**src/rtl/ahb_mem_router.sv**
```systemverilog
// ahb_mem_router: three-master AHB-lite crossbar onto instruction RAM, data RAM and register file
module ahb_mem_router #(
    parameter int RAM_AW        = 13,
    parameter int REG_AW        = 4,
    parameter bit BOOT_ON_RESET = 1'b1
) (
    input  logic              clk,
    input  logic              reset,
    input  logic              SPI_change,
    output logic              run_mode,
    input  logic [31:0]       spi_haddr,
    input  logic [31:0]       spi_hwdata,
    input  logic              spi_hwrite,
    input  logic [2:0]        spi_hsize,
    input  logic [1:0]        spi_htrans,
    input  logic [2:0]        spi_hburst,
    input  logic [3:0]        spi_hprot,
    input  logic              spi_hmastlock,
    output logic [31:0]       spi_hrdata,
    output logic              spi_hready,
    output logic              spi_hresp,
    input  logic [31:0]       imem_haddr,
    input  logic [31:0]       imem_hwdata,
    input  logic              imem_hwrite,
    input  logic [2:0]        imem_hsize,
    input  logic [1:0]        imem_htrans,
    input  logic [2:0]        imem_hburst,
    input  logic [3:0]        imem_hprot,
    input  logic              imem_hmastlock,
    output logic [31:0]       imem_hrdata,
    output logic              imem_hready,
    output logic              imem_hresp,
    input  logic [31:0]       dmem_haddr,
    input  logic [31:0]       dmem_hwdata,
    input  logic              dmem_hwrite,
    input  logic [2:0]        dmem_hsize,
    input  logic [1:0]        dmem_htrans,
    input  logic [2:0]        dmem_hburst,
    input  logic [3:0]        dmem_hprot,
    input  logic              dmem_hmastlock,
    output logic [31:0]       dmem_hrdata,
    output logic              dmem_hready,
    output logic              dmem_hresp,
    input  logic [31:0]       inst_read,
    output logic [31:0]       inst_write,
    output logic [RAM_AW-1:0] inst_addr,
    output logic [3:0]        inst_wben,
    output logic              inst_rwn,
    output logic              inst_en,
    input  logic [31:0]       data_read,
    output logic [31:0]       data_write,
    output logic [RAM_AW-1:0] data_addr,
    output logic [3:0]        data_wben,
    output logic              data_rwn,
    output logic              data_en,
    input  logic [31:0]       reg_read,
    output logic [31:0]       reg_write,
    output logic [REG_AW-1:0] reg_addr,
    output logic [3:0]        reg_wben,
    output logic              reg_rwn,
    output logic              reg_en
);
    localparam int CW = RAM_AW + 4;
    typedef enum logic [2:0] {IDLE, WPEND, RISSUE, RDATA, ERR1, ERR2} state_t;
    logic [2:0][31:0]       haddr, hwdata, hrdata, trd, twrite;
    logic [2:0][2:0]        hsize;
    logic [2:0]             hwrite, htr, hready, hresp, req, gnt, cwr, idle, ten, trwn;
    logic [2:0][1:0]        tgt, sel;
    logic [2:0][3:0]        be, twben;
    logic [2:0][RAM_AW-1:0] widx, taddr;
    logic                   chg;
    logic                   unused;
    assign haddr  = {dmem_haddr, imem_haddr, spi_haddr};
    assign hwdata = {dmem_hwdata, imem_hwdata, spi_hwdata};
    assign hsize  = {dmem_hsize, imem_hsize, spi_hsize};
    assign hwrite = {dmem_hwrite, imem_hwrite, spi_hwrite};
    assign htr    = {dmem_htrans[1], imem_htrans[1], spi_htrans[1]};
    assign trd    = {reg_read, data_read, inst_read};
    assign {dmem_hrdata, imem_hrdata, spi_hrdata} = hrdata;
    assign {dmem_hready, imem_hready, spi_hready} = hready;
    assign {dmem_hresp, imem_hresp, spi_hresp}    = hresp;
    assign {inst_en, inst_rwn, inst_wben, inst_addr, inst_write} = {ten[0], trwn[0], twben[0], taddr[0], twrite[0]};
    assign {data_en, data_rwn, data_wben, data_addr, data_write} = {ten[1], trwn[1], twben[1], taddr[1], twrite[1]};
    assign {reg_en, reg_rwn, reg_wben, reg_addr, reg_write} = {ten[2], trwn[2], twben[2], taddr[2][REG_AW-1:0], twrite[2]};
    assign unused = ^{spi_htrans[0], imem_htrans[0], dmem_htrans[0], spi_hburst, imem_hburst, dmem_hburst,
                      spi_hprot, imem_hprot, dmem_hprot, spi_hmastlock, imem_hmastlock, dmem_hmastlock,
                      idle[2:1], taddr[2][RAM_AW-1:REG_AW]};
    // Per-target arbiter: higher-index masters override lower ones, so dmem beats imem
    always_comb begin
        ten = '0;
        sel = '0;
        for (int i = 0; i < 3; i++)
            if (req[i]) begin
                ten[tgt[i]] = 1'b1;
                sel[tgt[i]] = 2'(i);
            end
    end
    for (genvar m = 0; m < 3; m++) begin : g_m
        state_t        st, nst;
        logic [CW-1:0] ca;
        logic [1:0]    cs;
        logic          cw, active, acc, err;
        logic [31:0]   rdq;
        assign active  = (m == 0) || run_mode;
        assign tgt[m]  = ca[RAM_AW+3] ? 2'd2 : {1'b0, ca[RAM_AW+2]};
        assign widx[m] = ca[RAM_AW+1:2];
        assign be[m]   = cs == 2'd0 ? 4'b0001 << ca[1:0] : cs == 2'd1 ? (ca[1] ? 4'b1100 : 4'b0011) : 4'b1111;
        assign cwr[m]  = cw;
        assign req[m]  = reset && (st == WPEND || st == RISSUE);
        assign gnt[m]  = ten[tgt[m]] && sel[tgt[m]] == 2'(m);
        assign idle[m] = st == IDLE;
        assign err = |haddr[m][31:CW] || hsize[m] > 3'd2 || (hsize[m] == 3'd1 && haddr[m][0]) ||
                     (hsize[m] == 3'd2 && |haddr[m][1:0]) ||
                     (m == 1 && (hwrite[m] || |haddr[m][RAM_AW+3:RAM_AW+2])) || (m == 0 && run_mode);
        assign hready[m] = acc;
        assign hresp[m]  = st == ERR1 || st == ERR2;
        assign hrdata[m] = st == RDATA ? trd[tgt[m]] : rdq;
        // Data-phase next state; any cycle completing with hready high may accept the next transfer
        always_comb begin
            acc = active && (st == IDLE || st == RDATA || st == ERR2 || (st == WPEND && gnt[m]));
            nst = st;
            if (acc)
                nst = !htr[m] ? IDLE : err ? ERR1 : hwrite[m] ? WPEND : RISSUE;
            else if (st == RISSUE && gnt[m])
                nst = RDATA;
            else if (st == ERR1)
                nst = ERR2;
        end
        // State, captured address/control and held read data
        always_ff @(posedge clk) begin
            if (!reset) begin
                st  <= IDLE;
                ca  <= '0;
                cs  <= '0;
                cw  <= 1'b0;
                rdq <= '0;
            end else begin
                st <= nst;
                if (acc && htr[m]) begin
                    ca <= haddr[m][CW-1:0];
                    cs <= hsize[m][1:0];
                    cw <= hwrite[m];
                end
                if (st == RDATA)
                    rdq <= trd[tgt[m]];
            end
        end
    end
    for (genvar t = 0; t < 3; t++) begin : g_t
        logic [RAM_AW-1:0] aq;
        logic [31:0]       wq;
        logic              wr;
        assign wr        = ten[t] && cwr[sel[t]];
        assign taddr[t]  = ten[t] ? widx[sel[t]] : aq;
        assign twrite[t] = wr ? hwdata[sel[t]] : wq;
        assign twben[t]  = wr ? be[sel[t]] : 4'b0000;
        assign trwn[t]   = !wr;
        // Idle targets keep presenting the last address and write data
        always_ff @(posedge clk) begin
            if (!reset) begin
                aq <= '0;
                wq <= '0;
            end else begin
                aq <= taddr[t];
                wq <= twrite[t];
            end
        end
    end
    // BOOT->RUN request is remembered until SPI is idle with nothing being captured
    always_ff @(posedge clk) begin
        if (!reset) begin
            run_mode <= !BOOT_ON_RESET;
            chg      <= 1'b0;
        end else begin
            chg <= chg || SPI_change;
            if ((SPI_change || chg) && idle[0] && !htr[0])
                run_mode <= 1'b1;
        end
    end
endmodule

```
**config.mk**
```make
export PLATFORM = sky130hd
export DESIGN_NAME = ahb_mem_router
export DESIGN_NICKNAME = d
export VERILOG_FILES = /design/src/rtl/ahb_mem_router.sv
export SDC_FILE = /design/constraint.sdc
export NUM_CORES = 1
export LEC_CHECK = 0
export ABC_AREA = 1
export CELL_PAD_IN_SITES_DETAIL_PLACEMENT = 2
export CELL_PAD_IN_SITES_GLOBAL_PLACEMENT = 2
export CORE_MARGIN = 2
export CORE_UTILIZATION = 25
export CTS_CLUSTER_DIAMETER = 200
export DETAILED_ROUTE_END_ITERATION = 8
export GPL_TIMING_DRIVEN = 0
export PLACE_DENSITY_LB_ADDON = 0.1
export REMOVE_ABC_BUFFERS = 1
export SLEW_MARGIN = 15
export SYNTH_ARGS = -nofsm -noshare
export SYNTH_HDL_FRONTEND = slang
export SYNTH_SLANG_ARGS = --single-unit
```
**constraint.sdc**
```tcl
create_clock -name clk -period 3.3 [get_ports clk]
set_input_delay 0.66 -clock clk [delete_from_list [all_inputs] [get_ports clk]]
set_output_delay 0.66 -clock clk [all_outputs]
set_load 0.02 [all_outputs]
```
## Word level (Yosys, flattened, before mapping)

Cells that the tools add are included.

| word-level totals | value |
|---|---|
| bits in registers | 293 |
| bits of input ports | 333 |
| output and inout bits | 247 |

| operators by class | value |
|---|---|
| reduce and logical (&&, ||, !) cells | 80 |
| magnitude comparators | 12 |
| bitwise logic cells | 5 |
| multiplexer cells | 99 |
| equality and inequality tests | 26 |
| shift-type cells | 3 |

Operators by type and width:

| kind | count |
|---|---|
| $bmux 32 s2 | 6 |
| $mux 32 | 12 |
| $bmux 13 s2 | 3 |
| $mux 4 | 17 |
| $mux 3 | 18 |
| $mux 13 | 4 |
| $reduce_or 15->1 | 3 |
| $logic_and 1x1->1 | 31 |
| $logic_or 1x1->1 | 28 |
| $eq 3x2->1 const B | 9 |
| $bmux 4 s2 | 3 |
| $mux 2 | 11 |
| $eq 3x1->1 const B | 6 |
| $eq 3x3->1 const B | 6 |
| $lt 2x3->1 const B | 6 |
| $bmux 1 s2 | 6 |
| $bmux 2 s2 | 3 |
| $shl 1x2->4 const A | 3 |
| $gt 3x2->1 const B | 3 |
| $logic_not 3->1 | 3 |
| $mux 1 | 9 |
| $or 3x3->3 | 3 |
| $reduce_bool 3->1 | 3 |
| $demux 2 s2 | 2 |
| other kinds (11) | 27 |

## Longest topological paths before layout

Gate-level depths: netlist of the first run.

| logic depth | value |
|---|---|
| word-level depth | 17 |
| mapped depth | 15 |
| gate-level depth less buffers | 14 |

## Worst setup path before layout of the first run

OpenSTA, ideal clock, no wires.

| path | value |
|---|---|
| kind | in2out |
| from | input port reset |
| to | output port data_wben[0] |
| stages | 10 |
| path slack | 0.239 ns |
| data arrival time | 2.401 ns |
| path buffers | 2 |
| data required time | 2.640 ns |
| cell sequence | buf_4 inv_1 a21oi_4 a21oi_4 inv_2 o21ai_2 nor2_4 inv_4 buf_4 nor3_1 |

| on the way | value |
|---|---|
| longest elaborated chain between the ends | 8 |

RTL lines:

| item | line | text |
|---|---|---|
| start: declaration | 8 | `input logic reset,` |
| $logic_and 1x1->1 | 109 | `assign req[m] = reset && (st == WPEND \|\| st == RISSUE);` |
| $mux 3 | 93 | `if (req[i]) begin` |
| $or 3x3->3 (no source line) | - |  |
| $mux 3 | 93 |  |
| $or 3x3->3 (no source line) | - |  |
| $mux 3 * | 93 |  |
| net data_en | 55 | `output logic data_en,` |
| $logic_and 1x1->1 * | 153 | `assign wr = ten[t] && cwr[sel[t]];` |
| $mux 4 * | 156 | `assign twben[t] = wr ? be[sel[t]] : 4'b0000;` |
| end: declaration | 53 | `output logic [3:0] data_wben,` |

Mark *: on every way through the listed nets, which the timed path passes. The rest lies on a longest branch. The select of a mux whose other input is x is not followed.

## Final worst setup path of the first run

| path | value |
|---|---|
| from | register g_m[2].st[2] |
| to | output port data_wben[0] |

| on the way | value |
|---|---|
| longest elaborated chain between the ends | 8 |

RTL lines:

| item | line | text |
|---|---|---|
| start: declaration | 99 | `state_t st, nst;` |
| start signal: assignment | 138 | `st <= nst;` |
| $eq 3x1->1 or $eq 3x2->1 (tied branches) | 109 |  |
| $logic_or 1x1->1 * | 109 |  |
| $logic_and 1x1->1 * | 109 |  |
| $mux 6 | 93 |  |
| $bmux 1 s2 | 153 |  |
| $mux 1 (not written as such) | 153 |  |
| $logic_and 1x1->1 | 153 |  |
| $mux 4 * | 156 |  |

Every way passes the cells marked *; elsewhere a longest branch is shown, timed or not. The select of a mux whose other input is x is not followed.

==> results of run 1 <==
## kinds of logic (layout without fill, tap and decap cells)
| logic type | Yosys count | count (layout) | share of synthesized area, % |
|---|---|---|---|
| simple gates | 1116 | 1125 | 30.3 |
| flops | 293 | 293 | 37.3 |
| compound gates | 562 | 564 | 22.7 |
| other cells | 0 | 10 | 0 |
| buf+inv | 358 | 1093 | 9.67 |
## worst paths after layout
path	from	endpoint	slack, ps
worst max-delay path	g_m[2].st[2]	data_wben[0]	-290
worst min-delay path	reset	g_m[0].rdq[1]	400
worst max register to register	g_m[2].st[2]	g_m[1].ca[15]	200
worst min register to register	g_m[0].ca[12]	g_m[0].ca[12]	460
## power breakdown
| group | internal (mW) | total, mW | switching (mW) |
|---|---|---|---|
| combinational | 3.31 | 8.45 | 5.14 |
| sequential | 3.90 | 4.19 | 0.294 |
| clock | 2.59 | 4.50 | 1.91 |
| total | 9.80 | 17.1 | 7.34 |
## worst max-delay path: cells and delay by family (launching register included)
kind,cells,cell delay [ps]
simple gates,6,770
buf+inv,8,1040
flops,1,370
compound gates,2,100
## synth_stat cells (2+ instances only)
library cell and number:
nor3_1 15, dfxtp_1 293, inv_2 4, inv_1 188, nor2_4 2, o21a_1 2, clkbuf_1 95, o221ai_1 87
nand4_1 4, a21oi_1 204, clkinv_1 5, nand3_2 2, o21ai_2 3, nand2_1 731, inv_4 3, nand2_4 2
buf_4 19, a31oi_1 4, a211oi_1 4, o21ai_1 14, buf_6 7, a41oi_1 63, nand3_1 60, a21oi_4 4
o22ai_1 74, and2_1 125, nor2_1 149, buf_1 2, o21ai_0 99, nor2_2 5, nand3_4 3, nand2_2 4
nor4_1 9, buf_2 35
## area by class of cell
type / instances / area (um^2) / area share (%)
Clock buffer: 62 / 1200 / 4.17
Inverter: 200 / 923 / 3.19
Antenna cell: 10 / 25.0 / 0.0865
Sequential cell: 293 / 5910 / 20.4
Timing Repair Buffer: 808 / 9110 / 31.5
Timing Repair inverter: 14 / 260 / 0.900
Multi-Input combinational cell: 1689 / 10300 / 35.8
Clock inverter: 9 / 96.3 / 0.333
Tap cell: 837 / 1050 / 3.62
## per-layer routing
layer / up-vias / GRT usage (%)
met5: - / 0
met4: 6 / 12.2
met2: 855 / 54.1
met1: 10800 / 37.3
li1: 9261 / -
met3: 328 / 5.11
## cells in the final DEF (no fill, tap or decap), types with 9 or more instances in the layout
cell type	instances
o22ai_1	60
and2_1	125
nor2_1	142
dfxtp_4	10
inv_1	173
dlygate4sd2_1	56
clkdlybuf4s50_1	310
o221ai_2	14
nand2_1	479
clkbuf_8	10
o21ai_1	18
o22ai_2	10
clkbuf_2	10
nor2_4	14
clkbuf_16	47
a21oi_1	192
dlymetal6s2s_1	32
buf_4	151
o21ai_2	17
nand2_2	164
nand2_8	19
diode_2	10
o21ai_0	79
o221ai_1	73
a41oi_1	63
nand2_4	82
buf_6	138
nor4_1	9
dfxtp_1	279
inv_2	10
nand3_1	54
buf_16	26
buf_12	59
a21oi_2	11
clkbuf_1	11
## stage by stage
stage                TNS, ps  hold slack [ps]  cells  util (%)
floorplan            -414470              440   2171         -
global placement    -4756040              450   3560      34.8
detailed placement   -467130              457   3584      35.8
CTS                    -3650              464   3810      41.8
global route          -25680              398   3919      46.7
finish                -16940              403   3922      46.7
## registers in the layout (all words and copies together) (netlist names)
name / cells
chg: 1
g_t.aq: 30
g_m.ca: 51
g_t.wq: 96
run_mode: 1
g_m.rdq: 96
g_m.cs: 6
g_m.st: 9
g_m.cw: 3
## repair_timing
action	in CTS	in global routing
resized for setup	1036	672
endpoints found under the setup margin	427	185
hold buffers	0	0
buffers inserted	123	96
pin swaps	64	97
cloned	33	15
==> summary.md, run 1 <==
| Metric | Value |
|---|---|
| Pleak | 12.6 nW |
| Endpoints failing hold | 0 |
| Die height | 255 um |
| Reg2Reg Depth | 16 |
| Status | complete, but fails checks |
| Initial antenna violation count | 12 |
| Ports | 580 |
| Critical Path AT | 2930 ps |
| Worst-margin pin slew | 1200 ps |
| TritonCTS Buffers | 41 |
| Cell depth of the worst hold path | 2 |
| Die Outline Area | 64900 um^2 |
| Post-synthesis cell count | 2329 |
| Max Fanout on Critical Path | 6 |
| Via Count | 21200 |
| Setup Viol. Count Final | 124 |
| Wl on met1 | 45400 um |
| Synth warn | 0 |
| Number of routed nets with antenna violations | 0 |
| Total Power | 17.1 mW |
| Pwr Density | 593 nW/um^2 |
| CP startpoint kind | flip-flop |
| Cells along the critical path | inv_6, nand3_4, nand2_8, buf_12, nand3_4, nand2_8, buf_16, a21oi_4, inv_2, o21ai_4, nor2_4, buf_6, buf_16, clkinv_16, nor3_4, buf_6 |
| CTS tree | yes |
| GRT Total Usage | 30.8% |
| Worst Path Required | 2640 ps |
| Fmax achieved | 0.279 GHz |
| Die X | 255 um |
| Hold Crit Class | in -> reg |
| Clock-pin slew on the worst setup and hold paths | 70 ps |
| EDFF count, synth | 0 |
| CP max stage delay | 370 ps |
| Setup ws final | -288 ps |
| Routed wl met3 | 7060 um |
| Area growth from synthesis to layout | 84.0% |
| Max cap viols | 0 |
| Share of cells above drive strength 1 | 29.2% |
| Sink Count | 293 |
| Starting Density | 25.4% |
| Syn Area/Cell | 6.75 um^2 |
| Core box area | 61900 um^2 |
| Via density | 5.41 |
| DRC viols | 0 |
| Unrepaired setup endpoints after global routing | yes |
| Fill count | 6835 |
| Total Wirelength | 115000 um |
| Skew final | 36.4 ps |
| Num rows | 91 |
| CTS Root Cell | clkbuf_16 |
| Failing checks | negative setup slack |
| # nets final | 3380 |
| Post-Syn Area | 15700 um^2 |
| Yosys reg bits | 293 |
| Max Slew Vio Count | 0 |
| Largest net degree at the start of global routing | 97 |
| Initial DRC count | 1255 |
| Fin crit share | 109% |
| Top_reg_cell synth | dfxtp_1 |
| Asr flop ratio synth | 0% |
| Global-route wire length before repair | 147000 um |
| Largest area contributor in the netlist | dfxtp_1 |
| Worst Setup End Kind | primary output |
| Dpl hpwl | 60000 um |
| Metal2 WL | 56300 um |
| Critical Path Slowest Stage Cell | dfxtp_4 |
| Post-synthesis sequential area ratio | 37.3% |
| Highest metal used | met5 |
| Drt pass-1 iters | 5 |
| Synth area leaders | dfxtp_1 37%, nand2_1 17%, a21oi_1 6.5%, and2_1 5.0%, o221ai_1 4.8% |
| Post-Place Cell Area | 22200 um^2 |
| WL/cell | 29.4 um |
| I/O Buffers | 552 |
| Grt ovf | 0 |
| Final min period | 3590 ps |
| Vias in the first global route | 22000 |
| Max-slew headroom | 19.7% |
| Post-synthesis cell type count | 43 |
| Place WS | -2830 ps |
| Crit path kind | reg -> out |
| Fin area | 28900 um^2 |
| Share of the synthesized area in the top cell type | 37.3% |
| Max H-tree Level | 2 |
| Worst-Skew Late Latency | 590 ps |
| CTS Buffer Depth | 3 |
| Final Wtd Congestion | 0.792 |
| VDD IR max | 0.000352 V |
Note: power is estimated with default switching activity, not from simulation.
==> run 2, diff against run 1 <==
- CTS_CLUSTER_SIZE: unset -> 10
==> run 2 against run 1 <==
Effect of this change: the flow still finishes with violations (negative setup slack); global-route usage decreased by 0.47 points; sequential power hardly changed; final cell count fell by 2.0%; utilization decreased by 2.7 points; fmax rose by 4.2%; wire length is 8.1% lower; die area stayed put; sequential share of layout area increased by 1.2 points; clock-buffer cell count fell by 27; clock power down 20%; power shrank 9.3%.
==> summary.md, run 2 (synthesis results as in run 1) <==
| Metric | Value |
|---|---|
| Global-route wire length before repair | 145000 um (was 147000 um) |
| Setup ws final | -145 ps (was -288 ps) |
| WHS | 468 ps (was 403 ps) |
| Final core occ | 44.0% (was 46.7%) |
| Skew final | 27.7 ps (was 36.4 ps) |
| I/O Buffers | 552 (unchanged) |
| Worst Setup End Kind | primary output (unchanged) |
| Die height | 255 um (unchanged) |
| Endpoints failing hold | 0 (unchanged) |
| Reg2Reg Depth | 15 (was 16) |
| TritonCTS Buffers | 35 (was 41) |
| VDD IR max | 0.000331 V (was 0.000352 V) |
| Post-Place Cell Area | 22200 um^2 (unchanged) |
| Max H-tree Level | 2 (unchanged) |
| Vias in the first global route | 21700 (was 22000) |
| Failing checks | negative setup slack (unchanged) |
| Hold Crit Class | reg -> reg (was in -> reg) |
| Leading cell type in the layout, fill and taps excluded | nand2_1 (unchanged) |
| Via Count | 20300 (was 21200) |
| GRT Total Usage | 30.3% (was 30.8%) |
| Pleak | 12.0 nW (was 12.6 nW) |
| Largest regs | g_m.rdq x96, g_t.wq x96, g_m.ca x51 (unchanged) |
| Crit path kind | reg -> out (unchanged) |
| CTS Root Cell | clkbuf_16 (unchanged) |
| Fin crit share | 104% (was 109%) |
| Fill count | 6916 (was 6835) |
| Fin area | 27300 um^2 (was 28900 um^2) |
| Unrepaired setup endpoints after global routing | yes (unchanged) |
| DRC viols | 0 (unchanged) |
| Final min period | 3440 ps (was 3590 ps) |
| Worst-Skew Late Latency | 580 ps (was 590 ps) |
| Die Outline Area | 64900 um^2 (unchanged) |
| WL/cell | 27.6 um (was 29.4 um) |
| Reg2reg end | g_m[0].ca[1] (was g_m[1].ca[15]) |
| Cell depth of the worst hold path | 2 (unchanged) |
| Status | complete, but fails checks (unchanged) |
| # nets final | 3326 (was 3380) |
| Drt pass-1 iters | 5 (unchanged) |
| Number of routed nets with antenna violations | 0 (unchanged) |
| CP startpoint kind | flip-flop (unchanged) |
| Grt ovf | 0 (unchanged) |
| R2r startpoint | g_m[1].st[0] (was g_m[2].st[2]) |
| Ports | 580 (unchanged) |
| Sink Count | 293 (unchanged) |
| Starting Density | 25.4% (unchanged) |
| Dpl hpwl | 60000 um (unchanged) |
| Total Power | 15.6 mW (was 17.1 mW) |
| Setup Viol. Count Final | 53 (was 124) |
| Via density | 5.29 (was 5.41) |
| Worst-margin pin slew | 1170 ps (was 1200 ps) |
| CTS Buffer Depth | 3 (unchanged) |
| Clock-pin slew on the worst setup and hold paths | 60 ps (was 70 ps) |
| Fmax achieved | 0.290 GHz (was 0.279 GHz) |
| Most frequent cells in the layout | 522 x nand2_1, 315 x clkdlybuf4s50_1, 280 x dfxtp_1 (was 479 x nand2_1, 310 x clkdlybuf4s50_1, 279 x dfxtp_1) |
| Share of cells above drive strength 1 | 24.8% (was 29.2%) |
| Core box area | 61900 um^2 (unchanged) |
| Max cap viols | 0 (unchanged) |
| CTS tree | yes (unchanged) |
| Num rows | 91 (unchanged) |
| Max Fanout on Critical Path | 9 (was 6) |
| Area growth from synthesis to layout | 73.4% (was 84.0%) |
| R2R Setup Slk | 280 ps (was 200 ps) |
| Final Wtd Congestion | 0.792 (unchanged) |
| Die X | 255 um (unchanged) |
| Pwr Density | 571 nW/um^2 (was 593 nW/um^2) |
| Cts hold-fix bufs | 0 (unchanged) |
| Worst Path Required | 2640 ps (about the same) |
| Initial DRC count | 1152 (was 1255) |
| Initial antenna violation count | 9 (was 12) |
| Critical Path AT | 2780 ps (was 2930 ps) |
| Worst setup path endpoint | data_write[14] (was data_wben[0]) |
| Max Slew Vio Count | 0 (unchanged) |
| Total Wirelength | 106000 um (was 115000 um) |
| CP startpoint | g_m[2].st[2] (unchanged) |
| Largest net degree at the start of global routing | 97 (unchanged) |
| Setup TNS | -3340 ps (was -16940 ps) |
| Max-slew headroom | 21.9% (was 19.7%) |
-- run 2: cell types whose count changed in the layout (fill, tap and decap cells not counted), sizes merged, moves of 2 or more --
cell / delta
dlygate4sd2: -7
clkinv: -13
inv: +5
buf: -45
clkdlybuf4s15: +2
clkbuf: -33
dlymetal6s2s: +7
clkdlybuf4s50: +5
-- run 2: timing repair --
item	4_1_cts	5_1_grt
gates resized for setup	972	526
cloned	33	6
pin swaps	44	72
setup endpoints to repair	426	189
buffers inserted	117	61
-- run 2: how the worst min path moves through the flow --
stage	start	to	slack, ps
3_3_place_gp	g_m[0].ca[12]	g_m[0].ca[12]	450
6_report	g_m[0].ca[12]	g_m[0].ca[12]	470
2_1_floorplan	g_m[0].rdq[30]	g_m[0].rdq[30]	440
3_5_place_dp	g_m[0].ca[12]	g_m[0].ca[12]	460
4_1_cts	reset	g_m[2].rdq[7]	460
5_1_grt	reset	g_m[1].rdq[4]	480
-- run 2: area by class of cell --
cell class                      instances  area, um^2  area share [%]
Tap cell                              837        1050            3.84
Timing Repair inverter                 11         186           0.684
Sequential cell                       293        5900            21.7
Inverter                              200         887            3.25
Clock inverter                          4        61.3           0.225
Timing Repair Buffer                  764        8360            30.7
Antenna cell                           11        27.5           0.101
Clock buffer                           35         876            3.21
Multi-Input combinational cell       1688        9910            36.4
-- run 2: through the flow --
stage               worst slack (ps)  cells
finish                          -145   3843
global route                    -231   3841
CTS                             -137   3772
detailed placement             -2830   3584
global placement              -14260   3560
floorplan                      -1680   2171
-- run 2: metal layers --
metal / GRT usage (%) / wire (um) / vias up
li1: - / - / 9131
met1: 36.9 / 43700 / 10400
met2: 53.8 / 53300 / 622
met3: 5.01 / 5210 / 171
met4: 10.2 / 3690 / 4
met5: 0 / 30 / -
-- run 2: power by group --
group	switching, mW	internal [mW]	total, mW
clock	1.69	1.91	3.60
combinational	4.79	2.98	7.77
sequential	0.288	3.89	4.18
-- run 2: worst max-delay path, stage by stage, from the launching register on --
cell and delay [ps]:
dfxtp_4 380, inv_6 50, nand3_4 100, nand2_8 90, nand3_4 150, nand2_8 80, buf_16 150, a21oi_4 150
inv_2 90, o21ai_4 90, nor2_4 60, buf_6 130, buf_12 140, buf_12 140, inv_16 90, nand2_2 80
nand2_1 90, buf_6 140
